$ cat src/rtl/uart_pkg.sv
// Shared UART types: parity mode encoding and receiver state encoding.
package uart_pkg;

    typedef enum logic [1:0] {
        PARITY_NONE = 2'd0,
        PARITY_EVEN = 2'd1,
        PARITY_ODD  = 2'd2
    } parity_e;

    typedef enum logic [2:0] {
        IDLE,
        START,
        DATA,
        PARITY,
        STOP
    } rx_state_e;

    // 2-of-3 vote used by the receiver's noise-tolerant sampling mode
    function automatic logic majority3(input logic a, input logic b, input logic c);
        return (a & b) | (a & c) | (b & c);
    endfunction

endpackage

$ cat src/rtl/uart_rx_sync.sv
// Two-flop synchroniser for the asynchronous serial line; resets to the idle level (1).
module uart_rx_sync (
    input  logic clk,
    input  logic rst,
    input  logic i_d,
    output logic o_q
);

    logic r_meta;
    logic r_sync;

    always_ff @(posedge clk or posedge rst) begin
        if (rst) begin
            r_meta <= 1'b1;
            r_sync <= 1'b1;
        end else begin
            r_meta <= i_d;
            r_sync <= r_meta;
        end
    end

    assign o_q = r_sync;

endmodule

$ cat src/rtl/uart_rx.sv
// Oversampling UART receiver with valid/ready holding register and per-word error flags.
// Define UART_RX_MAJORITY_EN for 2-of-3 majority sampling around each sample point.
module uart_rx
    import uart_pkg::*;
#(
    parameter int unsigned DATA_WIDTH = 8,
    parameter int unsigned OVERSAMPLE = 16,
    parameter int unsigned PARITY     = 0
) (
    input  logic                  clk,
    input  logic                  rst,
    input  logic                  baud_tick,
    input  logic                  rx,
    output logic [DATA_WIDTH-1:0] data_out,
    output logic                  data_valid,
    input  logic                  data_ready,
    output logic                  parity_err,
    output logic                  frame_err,
    output logic                  overrun_err,
    output logic                  rx_busy
);

    localparam int unsigned CNT_W   = $clog2(OVERSAMPLE);
    localparam int unsigned IDX_W   = (DATA_WIDTH > 1) ? $clog2(DATA_WIDTH) : 1;
    localparam logic        PAR_EN  = (PARITY != 32'(PARITY_NONE));
    localparam logic        PAR_ODD = (PARITY == 32'(PARITY_ODD));

    logic                  w_rx_s;
    logic                  w_bit;
    logic                  w_half_pt;
    logic                  w_full_pt;
    logic                  w_last_bit;
    logic                  w_par_exp;

    rx_state_e             r_state,  w_state_nxt;
    logic [CNT_W-1:0]      r_cnt,    w_cnt_nxt;
    logic [IDX_W-1:0]      r_idx,    w_idx_nxt;
    logic [DATA_WIDTH-1:0] r_shift,  w_shift_nxt;
    logic                  r_perr,   w_perr_nxt;
    logic                  r_ferr,   w_ferr_nxt;
    logic                  r_done,   w_done_nxt;
    logic                  r_busy;

    logic [DATA_WIDTH-1:0] r_data;
    logic                  r_valid;
    logic                  r_perr_out;
    logic                  r_ferr_out;
    logic                  r_ovr;

    uart_rx_sync u_sync (
        .clk (clk),
        .rst (rst),
        .i_d (rx),
        .o_q (w_rx_s)
    );

`ifdef UART_RX_MAJORITY_EN
    // rx_s as seen on the two previous ticks; with the current value forms the vote
    logic [1:0] r_hist;

    always_ff @(posedge clk or posedge rst) begin
        if (rst) begin
            r_hist <= 2'b11;
        end else if (baud_tick) begin
            r_hist <= {r_hist[0], w_rx_s};
        end
    end

    assign w_bit = majority3(r_hist[1], r_hist[0], w_rx_s);
`else
    assign w_bit = w_rx_s;
`endif

    assign w_half_pt  = (r_cnt == CNT_W'(OVERSAMPLE / 2 - 1));
    assign w_full_pt  = (r_cnt == CNT_W'(OVERSAMPLE - 1));
    assign w_last_bit = (r_idx == IDX_W'(DATA_WIDTH - 1));
    assign w_par_exp  = (^r_shift) ^ PAR_ODD;

    // Frame FSM: next state and datapath updates, all advancing on baud_tick only
    always_comb begin
        w_state_nxt = r_state;
        w_cnt_nxt   = r_cnt;
        w_idx_nxt   = r_idx;
        w_shift_nxt = r_shift;
        w_perr_nxt  = r_perr;
        w_ferr_nxt  = r_ferr;
        w_done_nxt  = 1'b0;

        if (baud_tick) begin
            case (r_state)
                IDLE: begin
                    if (!w_rx_s) begin
                        w_state_nxt = START;
                        w_cnt_nxt   = '0;
                    end
                end
                START: begin
                    if (w_half_pt) begin
                        w_cnt_nxt = '0;
                        if (!w_bit) begin
                            w_state_nxt = DATA;
                            w_idx_nxt   = '0;
                            w_perr_nxt  = 1'b0;
                        end else begin
                            w_state_nxt = IDLE;
                        end
                    end else begin
                        w_cnt_nxt = r_cnt + 1'b1;
                    end
                end
                DATA: begin
                    if (w_full_pt) begin
                        w_cnt_nxt          = '0;
                        w_shift_nxt[r_idx] = w_bit;
                        if (w_last_bit) begin
                            w_state_nxt = PAR_EN ? uart_pkg::PARITY : STOP;
                        end else begin
                            w_idx_nxt = r_idx + 1'b1;
                        end
                    end else begin
                        w_cnt_nxt = r_cnt + 1'b1;
                    end
                end
                uart_pkg::PARITY: begin
                    if (w_full_pt) begin
                        w_cnt_nxt   = '0;
                        w_perr_nxt  = (w_bit != w_par_exp);
                        w_state_nxt = STOP;
                    end else begin
                        w_cnt_nxt = r_cnt + 1'b1;
                    end
                end
                STOP: begin
                    // leave at mid-stop so a back-to-back start edge is not missed
                    if (w_full_pt) begin
                        w_cnt_nxt   = '0;
                        w_ferr_nxt  = !w_bit;
                        w_done_nxt  = 1'b1;
                        w_state_nxt = IDLE;
                    end else begin
                        w_cnt_nxt = r_cnt + 1'b1;
                    end
                end
                default: begin
                    w_state_nxt = IDLE;
                    w_cnt_nxt   = '0;
                end
            endcase
        end
    end

    always_ff @(posedge clk or posedge rst) begin
        if (rst) begin
            r_state <= IDLE;
            r_cnt   <= '0;
            r_idx   <= '0;
            r_shift <= '0;
            r_perr  <= 1'b0;
            r_ferr  <= 1'b0;
            r_done  <= 1'b0;
            r_busy  <= 1'b0;
        end else begin
            r_state <= w_state_nxt;
            r_cnt   <= w_cnt_nxt;
            r_idx   <= w_idx_nxt;
            r_shift <= w_shift_nxt;
            r_perr  <= w_perr_nxt;
            r_ferr  <= w_ferr_nxt;
            r_done  <= w_done_nxt;
            r_busy  <= (w_state_nxt != IDLE);
        end
    end

    // Holding register: load on completion if empty or being drained, else flag overrun
    always_ff @(posedge clk or posedge rst) begin
        if (rst) begin
            r_data     <= '0;
            r_valid    <= 1'b0;
            r_perr_out <= 1'b0;
            r_ferr_out <= 1'b0;
            r_ovr      <= 1'b0;
        end else begin
            r_ovr <= 1'b0;
            if (r_done) begin
                if (!r_valid || data_ready) begin
                    r_data     <= r_shift;
                    r_valid    <= 1'b1;
                    r_perr_out <= r_perr;
                    r_ferr_out <= r_ferr;
                end else begin
                    r_ovr <= 1'b1;
                end
            end else if (r_valid && data_ready) begin
                r_valid    <= 1'b0;
                r_perr_out <= 1'b0;
                r_ferr_out <= 1'b0;
            end
        end
    end

    assign data_out    = r_data;
    assign data_valid  = r_valid;
    assign parity_err  = r_perr_out;
    assign frame_err   = r_ferr_out;
    assign overrun_err = r_ovr;
    assign rx_busy     = r_busy;

endmodule

$ cat config.mk
export PLATFORM = sky130hd
export DESIGN_NAME = uart_rx
export DESIGN_NICKNAME = d
export VERILOG_FILES = /design/src/rtl/uart_pkg.sv /design/src/rtl/uart_rx_sync.sv /design/src/rtl/uart_rx.sv
export SDC_FILE = /design/constraint.sdc
export NUM_CORES = 1
export LEC_CHECK = 0
export BUFFER_PORTS_ARGS = -buffer_cell sky130_fd_sc_hd__buf_2
export CORE_MARGIN = 4
export CORE_UTILIZATION = 50
export CTS_BUF_LIST = sky130_fd_sc_hd__clkbuf_8
export CTS_CLUSTER_SIZE = 24
export DETAILED_ROUTE_END_ITERATION = 16
export PLACE_DENSITY_LB_ADDON = 0.08
export SYNTH_ARGS = -nofsm -noshare
export SYNTH_HDL_FRONTEND = slang
export SYNTH_SLANG_ARGS = --single-unit
$ cat constraint.sdc
create_clock -name clk -period 1.9 [get_ports clk]
set_input_delay 0.57 -clock clk [delete_from_list [all_inputs] [get_ports clk]]
set_output_delay 0.57 -clock clk [all_outputs]
set_load 0.005 [all_outputs]
==> results by group <==
Pwr
  – Internal Power: 1.19 mW
  – Worst ir drop on vdd: 0.694 mV
  – Power share of the sequential group: 53.0%
  – Net switching power: 413 uW
  – Cell Pwr Density: 773 nW/um2
  – Leakage: 1.03 nW
  – Net Sw Frac: 25.8%
  – Clk network pwr share: 34.1%
  – Combinational share of power: 12.9%

Logic synthesis
  – Sequential fraction of the synthesis area: 51.4%
  – Ys flop type: dfrtp_1
  – Syn Inst Count: 153
  – Ys async rst share: 100%
  – FF+latch count, synth: 36
  – Cell variety after synth: 42
  – YS warnings: 0
  – Mapped Nets: 161
  – Cell Area, Synth: 1760 um2
  – Number of synthesized flops with an enable pin: 0
  – Syn Area/Cell: 11.5 um2

Clocking
  – Clock transition at path regs: 0.07 ns
  – CTS Hold Bufs: 0
  – Num Clock Sinks: 36
  – CTS Buf Count: 5
  – # H-tree levels: 2
  – Root buffer cell: clkbuf_8
  – Clk_lat worst skew: 0.28 ns
  – CTS tree: built
  – Clock Tree Buf Depth: 2

Finish
  – Share of layout cells above drive strength 1: 34.1%
  – Most common cell after layout, fill and taps aside: dfrtp_1
  – Fin area: 2070 um2
  – Ant. Diodes: 0
  – Area Overhead vs Synth: 18.0%
  – Non-Filler Instances: 231
  – Most frequent cells in the layout: dfrtp_1 (34), buf_2 (17), mux2_2 (14), buf_4 (12)
  – Layout fillers: 295
  – Nets: 192

Floorplanning
  – Core Area: 3360 um2
  – Chip width: 67.3 um
  – I/O pins: 18
  – Initial Utilization: 52.3%
  – Die area: 4530 um2
  – Number of core rows: 21
  – Die Span Y: 67.3 um

STA
  – Worst slew pin tran: 0.482 ns
  – Worst rel slew slack: 67.5%
  – Setup Viol. Count Final: 0
  – Final worst path period share: 97.1%
  – Final-report hold violation count: 0
  – Tmin final: 1.84 ns
  – Final clock skew: 0.00601 ns
  – Slew Limit Fails: 0
  – FMAX: 0.542 GHz
  – Fin Setup TNS: 0 ns

Worst setup path
  – Cell family with most CP delay: simple AND/OR/NAND/NOR gates
  – Crit Path Category: reg -> reg
  – Worst EP arrival: 2.00 ns
  – Worst Setup Start Kind: flip-flop
  – Max incr delay on CP: 0.44 ns
  – Crit path cell chain: or3b_4, or3_4, nor3_2, mux2_1
  – R2R Setup Slk: 0.06 ns
  – Slowest stage cell, crit path: or3b_4
  – CP max FO: 5
  – Buf/Inv on CP: 0
  – Critical Path RT: 2.06 ns
  – Worst setup EP type: flip-flop

GRT
  – All-layer global routing usage: 16.2%
  – First-pass GRT wire length: 5.45 mm
  – Initial antenna violation count: 0
  – Vias in the first global route: 1162
  – Gr ovfl total: 0
  – Largest net degree at the start of global routing: 37

Routing
  – Average wire per standard cell: 13.8 um
  – Via density: 5.34
  – Initial DRC Count: 55
  – Post-route DRC: 0
  – Post-DRT Antenna Nets: 0
  – Post-Route WL: 3.18 mm
  – Iteration count of the initial detailed-routing pass: 4
  – Vias: 1233

Min path
  – Worst min path class: reg -> reg

Placement
  – # placed instances: 221
  – Global placement routability congestion: 0.832
  – Port Buffer Count: 17
  – Placed cell areas: 1950 um2
  – Post-DP HPWL: 2.36 mm

Run status
  – Outcome: complete, no violations

Job
  – Max_cap viols: 0
## power groups by stage
stage               Clock [mW]  Combinational, mW  Sequential [mW]
detailed placement           0              0.194            0.862
global route             0.607              0.234            0.857
finish                   0.547              0.207            0.850
CTS                      0.560              0.195            0.847
global placement             0              0.190            0.859
floorplan                    0              0.135            0.854
## final cells by class
cell class | count | area (um2) | area share (%)
inverters | 7 | 26.3 | 1.27
clock inverters | 2 | 11.3 | 0.543
clock buffers | 6 | 82.6 | 3.98
flip-flops and latches | 36 | 903 | 43.5
well taps | 46 | 57.6 | 2.77
repair buffers | 29 | 175 | 8.44
multi-input cells | 105 | 818 | 39.4
## Yosys cell counts (2+ instances only)
master    count  area [um2]
dfstp_2       2        52.6
nand3_1       8        40.0
nor3_2        4        40.0
mux2i_1       2        20.0
xnor2_1       6        52.6
dfrtp_1      34         851
mux2_1        3        33.8
inv_1         7        26.3
nand2b_1      2        12.5
nor2b_1       2        12.5
nand4_1       2        12.5
clkbuf_1      3        11.3
o21ai_0      10        50.1
mux2_2       14         158
a32o_1        3        30.0
nand2_1      10        37.5
ha_1          3        37.5
and3_1        3        18.8
nor2_1       10        37.5
o31ai_1       3        22.5
## worst paths after layout
path	start	to	depth (start not counted)
max in group asynchronous	rst	u_sync.r_meta	3
setup / recovery	r_state[2]	r_shift[4]	4
hold reg to reg	u_sync.r_meta	u_sync.o_q	0
setup reg to reg	r_state[2]	r_shift[4]	4
hold / removal	u_sync.r_meta	u_sync.o_q	0
min in group asynchronous	rst	r_shift[3]	3
## repair_timing
action	4_1_cts	5_1_grt
endpoints found under the setup margin	0	3
buffers inserted	0	2
endpoints found under the hold margin	0	0
gates resized for setup	0	3
## state kept, by name, summed over array words and instances (netlist names), 3 cells and up
| signal | count |
|---|---|
| r_shift | 8 |
| r_state | 3 |
| r_idx | 3 |
| r_cnt | 4 |
| data_out | 8 |
## stage by stage
| step | worst slack [ns] | hold slack [ns] | power (mW) | utilization [%] |
|---|---|---|---|---|
| 2_1_floorplan | 0.0648 | 0.345 | 0.990 | - |
| 3_3_place_gp | 0.0976 | 0.350 | 1.05 | 58.0 |
| 3_5_place_dp | 0.0326 | 0.349 | 1.06 | 58.0 |
| 4_1_cts | 0.0167 | 0.359 | 1.60 | 60.8 |
| 5_1_grt | -0.0175 | 0.361 | 1.70 | 61.7 |
| 6_report | 0.0554 | 0.358 | 1.60 | 61.7 |
## kinds of logic after synthesis
logic type / synth area share, %
compound gates: 10.2
xor+xnor: 4.27
fa+ha+maj: 2.14
buf+inv: 2.85
flops: 51.4
mux: 12.0
simple gates: 17.1
## layer usage
metal / global-route usage, % / wire length (um)
met1: 22.3 / 1480
met2: 24.8 / 1530
met3: 4.49 / 137
met4: 5.32 / 30
met5: 0 / 0
(Power assumes the default switching activity.)
